## src/rtl/rng_stream.sv

```systemverilog
// rng_stream: packs a raw entropy byte stream into 32-bit little-endian words
// and sends them out as an AXI4-Stream master. The stream can end with a
// TLAST beat on a byte limit or a stop pulse, and can also carry periodic
// TLAST packet boundaries.
//
// Optional feature: define RNG_SUM_EN to build the RNG_SUM_DATA running byte
// sum. Without it RNG_SUM_DATA is tied to zero and no adder is built.
//
// Data path: byte -> packer (up to 3 bytes) -> hold register (one complete
// word) -> output FIFO {last, keep, data} -> AXIS outputs.
// The hold register delays each complete word until the next byte arrives.
// This lets the final word of a run be tagged with TLAST when the run ends.

module rng_stream #(
    parameter int FIFO_DEPTH_LOG2 = 2
) (
    input  logic        AXIS_ACLK,
    input  logic        AXIS_ARESETN,
    input  logic        RNG_GO,
    input  logic        RNG_STOP,
    input  logic [31:0] RNG_SEND_BYTES,
    input  logic [31:0] RNG_DMA_BYTES,
    input  logic        RAW_VALID,
    input  logic [7:0]  RAW_DATA,
    output logic        RNG_RUN,
    output logic        RNG_OVER,
    output logic [31:0] RNG_SENT_BYTES,
    output logic [31:0] RNG_SUM_DATA,
    output logic [31:0] AXIS_TDATA,
    output logic [3:0]  AXIS_TKEEP,
    output logic        AXIS_TLAST,
    output logic        AXIS_TVALID,
    input  logic        AXIS_TREADY
);

    localparam int DEPTH = 1 << FIFO_DEPTH_LOG2;
    localparam logic [FIFO_DEPTH_LOG2:0] PTR_ONE = {{FIFO_DEPTH_LOG2{1'b0}}, 1'b1};

    typedef enum logic [1:0] {
        IDLE  = 2'd0,
        RUN   = 2'd1,
        FLUSH = 2'd2
    } state_t;

    typedef struct packed {
        logic        last;
        logic [3:0]  keep;
        logic [31:0] data;
    } entry_t;

    // Mask of the low n bytes of a partial word.
    function automatic logic [3:0] low_mask(input logic [1:0] n);
        logic [3:0] m;
        case (n)
            2'd1:    m = 4'b0001;
            2'd2:    m = 4'b0011;
            2'd3:    m = 4'b0111;
            default: m = 4'b0000;
        endcase
        return m;
    endfunction

    // Number of valid bytes in a beat.
    function automatic logic [2:0] keep_bytes(input logic [3:0] k);
        return {2'b00, k[0]} + {2'b00, k[1]} + {2'b00, k[2]} + {2'b00, k[3]};
    endfunction

    state_t state;
    state_t next_state;

    entry_t                   fifo_mem [DEPTH];
    logic [FIFO_DEPTH_LOG2:0] wr_ptr;
    logic [FIFO_DEPTH_LOG2:0] rd_ptr;
    logic                     fifo_empty;
    logic                     fifo_full;
    logic                     fifo_one;
    entry_t                   head;

    logic [31:0] pack_data;
    logic [1:0]  pack_cnt;
    logic        hold_valid;
    logic [31:0] hold_data;
    logic [31:0] acc_cnt;
    logic [31:0] pkt_cnt;
    logic        over_q;
    logic [31:0] sent_q;

    logic        go_accepted;
    logic        pop;
    logic        accept;
    logic        push;
    logic        final_push;
    logic        overflow;
    entry_t      push_entry;
    logic [31:0] packed_word;
    logic [31:0] acc_next;
    logic [31:0] pkt_next;
    logic        dma_hit;

    assign fifo_empty = (wr_ptr == rd_ptr);
    assign fifo_full  = (wr_ptr[FIFO_DEPTH_LOG2-1:0] == rd_ptr[FIFO_DEPTH_LOG2-1:0]) &&
                        (wr_ptr[FIFO_DEPTH_LOG2] != rd_ptr[FIFO_DEPTH_LOG2]);
    assign fifo_one   = ((wr_ptr - rd_ptr) == PTR_ONE);
    assign head       = fifo_mem[rd_ptr[FIFO_DEPTH_LOG2-1:0]];

    assign AXIS_TVALID = !fifo_empty;
    assign AXIS_TDATA  = fifo_empty ? 32'h0 : head.data;
    assign AXIS_TKEEP  = fifo_empty ? 4'h0  : head.keep;
    assign AXIS_TLAST  = fifo_empty ? 1'b0  : head.last;

    assign pop         = AXIS_TVALID && AXIS_TREADY;
    assign go_accepted = (state == IDLE) && RNG_GO && !RNG_STOP;

    assign packed_word = pack_data | ({24'h0, RAW_DATA} << {pack_cnt, 3'b000});
    assign acc_next    = acc_cnt + 32'd1;
    assign pkt_next    = pkt_cnt + 32'd4;
    assign dma_hit     = (RNG_DMA_BYTES != 32'd0) && (pkt_next >= RNG_DMA_BYTES);

    assign RNG_RUN        = (state != IDLE);
    assign RNG_OVER       = over_q;
    assign RNG_SENT_BYTES = sent_q;

    // State register.
    always_ff @(posedge AXIS_ACLK) begin
        if (!AXIS_ARESETN) begin
            state <= IDLE;
        end else begin
            state <= next_state;
        end
    end

    // Decide the next state and which byte, push, or overflow events happen this cycle.
    always_comb begin
        next_state      = state;
        accept          = 1'b0;
        push            = 1'b0;
        final_push      = 1'b0;
        overflow        = 1'b0;
        push_entry      = '0;
        case (state)
            IDLE: begin
                if (go_accepted) begin
                    next_state = RUN;
                end
            end
            RUN: begin
                if (RNG_STOP) begin
                    next_state = (acc_cnt == 32'd0) ? IDLE : FLUSH;
                end else if (RAW_VALID) begin
                    if (hold_valid && fifo_full && !pop) begin
                        overflow = 1'b1;
                    end else begin
                        accept = 1'b1;
                        if (hold_valid) begin
                            push            = 1'b1;
                            push_entry.last = dma_hit;
                            push_entry.keep = 4'hF;
                            push_entry.data = hold_data;
                        end
                        if ((RNG_SEND_BYTES != 32'd0) && (acc_next == RNG_SEND_BYTES)) begin
                            next_state = FLUSH;
                        end
                    end
                end
            end
            FLUSH: begin
                if (hold_valid || (pack_cnt != 2'd0)) begin
                    if (!fifo_full || pop) begin
                        push            = 1'b1;
                        final_push      = 1'b1;
                        push_entry.last = 1'b1;
                        push_entry.keep = hold_valid ? 4'hF : low_mask(pack_cnt);
                        push_entry.data = hold_valid ? hold_data : pack_data;
                    end
                end else if (fifo_empty || (pop && fifo_one)) begin
                    next_state = IDLE;
                end
            end
            default: begin
                next_state = IDLE;
            end
        endcase
    end

    // Write pushed words into FIFO storage. The storage needs no reset because the pointers gate it.
    always_ff @(posedge AXIS_ACLK) begin
        if (push) begin
            fifo_mem[wr_ptr[FIFO_DEPTH_LOG2-1:0]] <= push_entry;
        end
    end

    // Update the FIFO pointers, packer, hold register, counters and status flags.
    always_ff @(posedge AXIS_ACLK) begin
        if (!AXIS_ARESETN) begin
            wr_ptr     <= '0;
            rd_ptr     <= '0;
            pack_data  <= '0;
            pack_cnt   <= '0;
            hold_valid <= 1'b0;
            hold_data  <= '0;
            acc_cnt    <= '0;
            pkt_cnt    <= '0;
            over_q     <= 1'b0;
            sent_q     <= '0;
        end else begin
            if (pop) begin
                rd_ptr <= rd_ptr + PTR_ONE;
                sent_q <= sent_q + {29'h0, keep_bytes(head.keep)};
            end
            if (push) begin
                wr_ptr <= wr_ptr + PTR_ONE;
            end
            if (overflow) begin
                over_q <= 1'b1;
            end
            if (accept) begin
                acc_cnt <= acc_next;
                if (hold_valid) begin
                    hold_valid <= 1'b0;
                    pkt_cnt    <= dma_hit ? 32'd0 : pkt_next;
                end
                if (pack_cnt == 2'd3) begin
                    hold_data  <= packed_word;
                    hold_valid <= 1'b1;
                    pack_data  <= '0;
                    pack_cnt   <= '0;
                end else begin
                    pack_data <= packed_word;
                    pack_cnt  <= pack_cnt + 2'd1;
                end
            end
            if (final_push) begin
                hold_valid <= 1'b0;
                pack_data  <= '0;
                pack_cnt   <= '0;
                pkt_cnt    <= '0;
            end
            if (go_accepted) begin
                pack_data  <= '0;
                pack_cnt   <= '0;
                hold_valid <= 1'b0;
                acc_cnt    <= '0;
                pkt_cnt    <= '0;
                over_q     <= 1'b0;
                sent_q     <= '0;
            end
        end
    end

`ifdef RNG_SUM_EN
    logic [31:0] sum_q;

    // Keep a running modulo-2^32 sum of every byte that enters the packer.
    always_ff @(posedge AXIS_ACLK) begin
        if (!AXIS_ARESETN) begin
            sum_q <= '0;
        end else if (go_accepted) begin
            sum_q <= '0;
        end else if (accept) begin
            sum_q <= sum_q + {24'h0, RAW_DATA};
        end
    end

    assign RNG_SUM_DATA = sum_q;
`else
    assign RNG_SUM_DATA = 32'h0;
`endif

endmodule

```

## config.mk

```make
export PLATFORM = sky130hd
export DESIGN_NAME = rng_stream
export DESIGN_NICKNAME = d
export VERILOG_FILES = /design/src/rtl/rng_stream.sv
export SDC_FILE = /design/constraint.sdc
export NUM_CORES = 1
export LEC_CHECK = 0
export CAP_MARGIN = 25
export CORE_MARGIN = 10
export CORE_UTILIZATION = 23
export CTS_BUF_LIST = sky130_fd_sc_hd__clkbuf_4 sky130_fd_sc_hd__clkbuf_8
export CTS_CLUSTER_DIAMETER = 100
export DETAILED_ROUTE_END_ITERATION = 10
export MAX_ROUTING_LAYER = met4
export PLACE_DENSITY = 0.46
export SYNTH_ARGS = -nofsm -noshare
export SYNTH_HDL_FRONTEND = slang
export SYNTH_SLANG_ARGS = --single-unit
```

## constraint.sdc

```tcl
create_clock -name AXIS_ACLK -period 7.1 [get_ports AXIS_ACLK]
set_input_delay 2.13 -clock AXIS_ACLK [delete_from_list [all_inputs] [get_ports AXIS_ACLK]]
set_output_delay 2.13 -clock AXIS_ACLK [all_outputs]
set_load 0.05 [all_outputs]
```

==> results by stage <==
Status:
- The flow ran to the end, and the final reports show no timing, DRC or antenna violations.

Global route:
- The total routing usage reported by global routing is 11.4%.
- The global-route wire length before repair is 72.2 mm.
- The leftover overflow at the end of global routing is 0.
- The number of global-route vias before repair is 12300.
- The initial antenna violation count is 4.
- Entering global routing, the biggest net connects 67 pins.

Cells and area:
- At the end of the flow, the number of nets in the layout was approximately 1800.
- The post-route netlist has 10.6% of its cells at a drive strength greater than 1.
- Counting the fill cells in the layout gives 7292.
- Cells fill around 28% of the core in the end.
- For this run, the number of standard cells in the final layout without fillers is ~2700.
- The area growth from synthesis to layout is 21.8%.
- The area of all placed cells without fillers is 19600 um^2.

Die:
- From left edge to right edge, the die measures 285 um.
- For this configuration, the core starts out at a cell density of 23.4%.
- The area of the placeable core is just under 70000 um^2.
- 182 I/O pins were placed.
- The area of the die is 81000 um^2.
- The die span in y is 285 um.
- The standard-cell row count is 96.

Place:
- The half-perimeter wire length after placement is 33.2 mm.
- Routability-driven placement finished with a final weighted congestion of 0.855.
- The area after detailed placement is 18400 um^2.
- The number of placed cells counting well taps is 2551.
- Prior to clock tree synthesis, the placed netlist has a worst setup slack of 1.49 ns.
- During placement, the flow inserted port buffers numbering about 150.

Worst setup path:
- The master of the slowest instance on the critical path is sky130_fd_sc_hd__dfxtp_2.
- At the worst endpoint, the arrival time is 3.43 ns.
- The startpoint of the worst-slack reg-to-reg timing path is pkt_cnt[4].
- The signal on the critical path passes through buf_4 > mux4_2 > and2_1 > clkdlybuf4s50_1.
- The worst setup path is captured at an output pin.
- The critical path start-end classification is flip-flop to output pin.
- The type of element launching the critical path is a flip-flop.
- Data on the critical path is required at its endpoint by 4.97 ns.
- The path depth of the worst reg2reg path is 14.
- The endpoint identified for the worst register-to-register timing path is fifo_mem[3][36].
- Broken down by cell family, the worst path's largest delay share belongs to buffers and inverters.
- The largest driver fanout on the critical path is 21.
- The number of buffers and inverters on the critical path is 2.
- The longest individual stage delay on the worst path is 0.74 ns.
- The setup check on the worst reg-to-reg path leaves a slack of 2.15 ns.

Timing:
- Setup violations remaining at the end of the flow were counted as 0.
- Setup slack closes at 1.54 ns.
- The max-slew violation total from the final report was 0.
- The share of the clock period used by the worst path after layout is ~80%.
- Measured against its own limit, the worst slew margin works out to 36.1%.
- Timing would allow up to 0.180 GHz.
- The final-layout setup total negative slack is 0 ns.
- Setup repair after global routing left no endpoint under its margin.
- The actual slew at the worst max-slew pin is approximately 0.95 ns.
- The number of endpoints with negative hold slack in the final report is 0.
- The tightest hold path in the finished design has a slack of 0.476 ns.
- The minimum clock period is 5.56 ns.
- The worst clock skew is 0.0293 ns.

Min path:
- The kind of path behind the tightest hold check is flip-flop to flip-flop.
- The startpoint identified for the worst hold timing path is pkt_cnt[30].
- The hold-critical path depth is 1.
- The end point of the most critical hold path is pkt_cnt[30].

Yosys:
- After Yosys synthesis, XOR and XNOR cells account for between 7 and 8% of the synthesized area.
- The main combinational cell family by area after synthesis is simple AND/OR/NAND/NOR gates.
- Of the post-synthesis cell area, the part taken by muxes is approximately 7.3%.
- The yosys synthesis warning count is 0.
- The sequential fraction of the synthesis area is 49.0%.
- The unique cell type count in the Yosys netlist is 72.
- Of the total synthesized cell area, the portion taken by AND, OR, NAND and NOR gates is 16.9%.
- The number of synthesized flops with an enable pin is 148.
- For this run, asynchronously set or reset flops after synthesis account for 0%.
- The library cell with the largest summed area after synthesis is sky130_fd_sc_hd__edfxtp_1.
- The synthesized instance count is 1541.
- The most common cell in the synthesized netlist is sky130_fd_sc_hd__nor2_1.
- The main flop type after synthesis is sky130_fd_sc_hd__dfxtp_1.
- The mean cell area of the mapped netlist is about 10 um^2.
- After Yosys synthesis, full adders, half adders and majority gates account for 4.30% of the synthesized area.
- The fraction of the mapped netlist area in compound gates is between 10% and 20%.
- Sorting the synthesized cells by area gives the leading types as sky130_fd_sc_hd__edfxtp_1 28%, sky130_fd_sc_hd__dfxtp_1 21%, sky130_fd_sc_hd__mux4_2 5.2%.
- In this run the cell area of the synthesized design comes to 16100 um^2.
- After synthesis, the most frequently instantiated cells are 178 x sky130_fd_sc_hd__nor2_1, 172 x sky130_fd_sc_hd__dfxtp_1, 148 x sky130_fd_sc_hd__edfxtp_1, 108 x sky130_fd_sc_hd__nand2_1, 87 x sky130_fd_sc_hd__a21oi_1.
- Of the post-synthesis cell area, the dominant cell type holds 27.6%.
- The number of storage elements in the synthesis netlist is 320.

Pwr:
- The internal power component is 3.00 mW.
- The clock network fraction of design power is 44.6%.
- The sequential group share of total power is 48.2%.
- Power comes to 4.00 mW.
- The switching fraction of total power is 24.9%.
- For this design the static power due to leakage is 7.21 nW.
- Power spread over the standard cell area amounts to between 200 and 250 nW/um^2.
- The highest ir drop seen on vdd is approximately 110 uV.
- The part of the total power dissipated in combinational logic is 7.2%.
- The analysis attributes to net switching a power of 0.995 mW.

Clocking:
- The CTS tree is built.
- After clock tree synthesis, the repair step resized 0 gates.
- The quantity of hold-fixing buffers added after cts is 0.
- Clock-pin slew was measured on the worst setup and hold paths at 0.06 ns.
- The post-CTS setup buffer count is 0.
- The buffer type at the clock tree root is sky130_fd_sc_hd__clkbuf_8.
- The number of buffers created by CTS is 56.
- The clock reaches the later pin of the worst-skew pair after between 0.6 and 0.7 ns.
- Clock tree synthesis found a total of 320 sinks.
- The clock passes through at most 3 buffers.
- The H-tree generated during clock tree synthesis spans 2 levels.

Routing:
- The routed design has 46.1 mm of wire.
- The detailed-route wire length per cell is roughly 17 um.
- The detailed-route DRC error count is 0.
- Dividing the detail-routed via count by the number of cells gives 4.45.
- The detailed router finished its first iteration with roughly 640 violations.
- The routed layout has roughly 12000 vias.
- The number of iterations in the first detailed-routing pass is 5.
- The count of nets left with antenna violations once routing finished came out at 0.

Flow run:
- Max-cap violations in this run came to 0.
cells by family (layout without fill, tap and decap cells):
family,count (synthesis),count (layout)
AO/OA/AOI/OAI,235,235
XOR/XNOR,131,131
adder cells (fa/ha/maj),53,53
buffers and inverters,182,334
flip-flops,320,320
multiplexers,71,71
other,1,36
AND/OR/NAND/NOR,548,548
final cells by class:
cell class / instances / area (um^2) / share of cell area [%]
Antenna cell: 4 / 10.0 / 0.0511
Clock buffer: 77 / 953 / 4.86
Timing Repair Buffer: 167 / 1630 / 8.30
Clock inverter: 27 / 224 / 1.14
Sequential cell: 320 / 7890 / 40.2
Multi-Input combinational cell: 1070 / 7500 / 38.3
Inverter: 63 / 236 / 1.21
Tap cell: 931 / 1160 / 5.94
sequential cells by signal (all words and copies together) (netlist names), named ones only:
register	cells
rd_ptr	3
pkt_cnt	30
hold_data	32
RNG_SENT_BYTES	32
hold_valid	1
RNG_OVER	1
wr_ptr	3
pack_cnt	2
pack_data	32
fifo_mem	148
state	2
acc_cnt	32
worst register-to-register path: stages, from the launching register on:
cell	delay [ns]
sky130_fd_sc_hd__dfxtp_1	0.46
sky130_fd_sc_hd__nand3_1	0.30
sky130_fd_sc_hd__nor3_1	0.67
sky130_fd_sc_hd__nand3_1	0.42
sky130_fd_sc_hd__nor2_1	0.22
sky130_fd_sc_hd__xor2_1	0.32
sky130_fd_sc_hd__ha_1	0.32
sky130_fd_sc_hd__a21o_1	0.18
sky130_fd_sc_hd__a21o_1	0.17
sky130_fd_sc_hd__a21oi_1	0.16
sky130_fd_sc_hd__o21a_1	0.12
sky130_fd_sc_hd__o21ai_0	0.11
sky130_fd_sc_hd__o21ai_0	0.19
sky130_fd_sc_hd__and2_1	0.72
sky130_fd_sc_hd__a21oi_1	0.30
placed cells by master, fill, tap and decap left out, types with 23 or more instances in the layout:
cell                              count
sky130_fd_sc_hd__nand4_1             31
sky130_fd_sc_hd__o211a_1             33
sky130_fd_sc_hd__inv_1               63
sky130_fd_sc_hd__nor2_1             178
sky130_fd_sc_hd__ha_1                49
sky130_fd_sc_hd__edfxtp_1           148
sky130_fd_sc_hd__clkbuf_8            60
sky130_fd_sc_hd__nor4_1              29
sky130_fd_sc_hd__xnor2_1             76
sky130_fd_sc_hd__conb_1              32
sky130_fd_sc_hd__clkdlybuf4s50_1    148
sky130_fd_sc_hd__dfxtp_1            170
sky130_fd_sc_hd__a21oi_1             87
sky130_fd_sc_hd__and2_1              47
sky130_fd_sc_hd__o21ai_0             30
sky130_fd_sc_hd__or3_1               23
sky130_fd_sc_hd__nand2_1            107
sky130_fd_sc_hd__mux2i_1             34
sky130_fd_sc_hd__nor3_1              24
sky130_fd_sc_hd__xor2_1              55
sky130_fd_sc_hd__mux4_2              37
sky130_fd_sc_hd__nand3_1             48
worst max path at each step:
stage                     start              end  slack, ns  cells after the start
6_report              flip-flop    AXIS_TKEEP[0]       1.54                      4
3_3_place_gp   RNG_DMA_BYTES[9]  fifo_mem[0][36]       1.50                     12
2_1_floorplan       AXIS_TREADY   fifo_mem[3][0]       2.50                      5
5_1_grt               flip-flop    AXIS_TKEEP[0]       1.22                      4
3_5_place_dp   RNG_DMA_BYTES[9]  fifo_mem[0][36]       1.49                     12
4_1_cts               flip-flop    AXIS_TKEEP[0]       1.36                      4
power groups by stage:
stage | logic, mW | clock network [mW] | registers [mW]
3_3_place_gp | 0.288 | 0 | 1.97
5_1_grt | 0.313 | 1.94 | 1.93
4_1_cts | 0.290 | 1.87 | 1.93
2_1_floorplan | 0.188 | 0 | 1.96
6_report | 0.288 | 1.78 | 1.93
3_5_place_dp | 0.289 | 0 | 1.97
routing by layer:
layer  vias to the layer above  global-route usage [%]  routed length [um]  part of all wire (%)
li1                       5759                       -                   -                     -
met1                      5742                    14.1               21100                    46
met2                       256                    18.8               22100                    48
met3                        70                    2.02                1820                   3.9
met4                         0                    3.68                1050                   2.3
met5                         -                       -                   0                     0
Power figures use the tool's default switching activity.
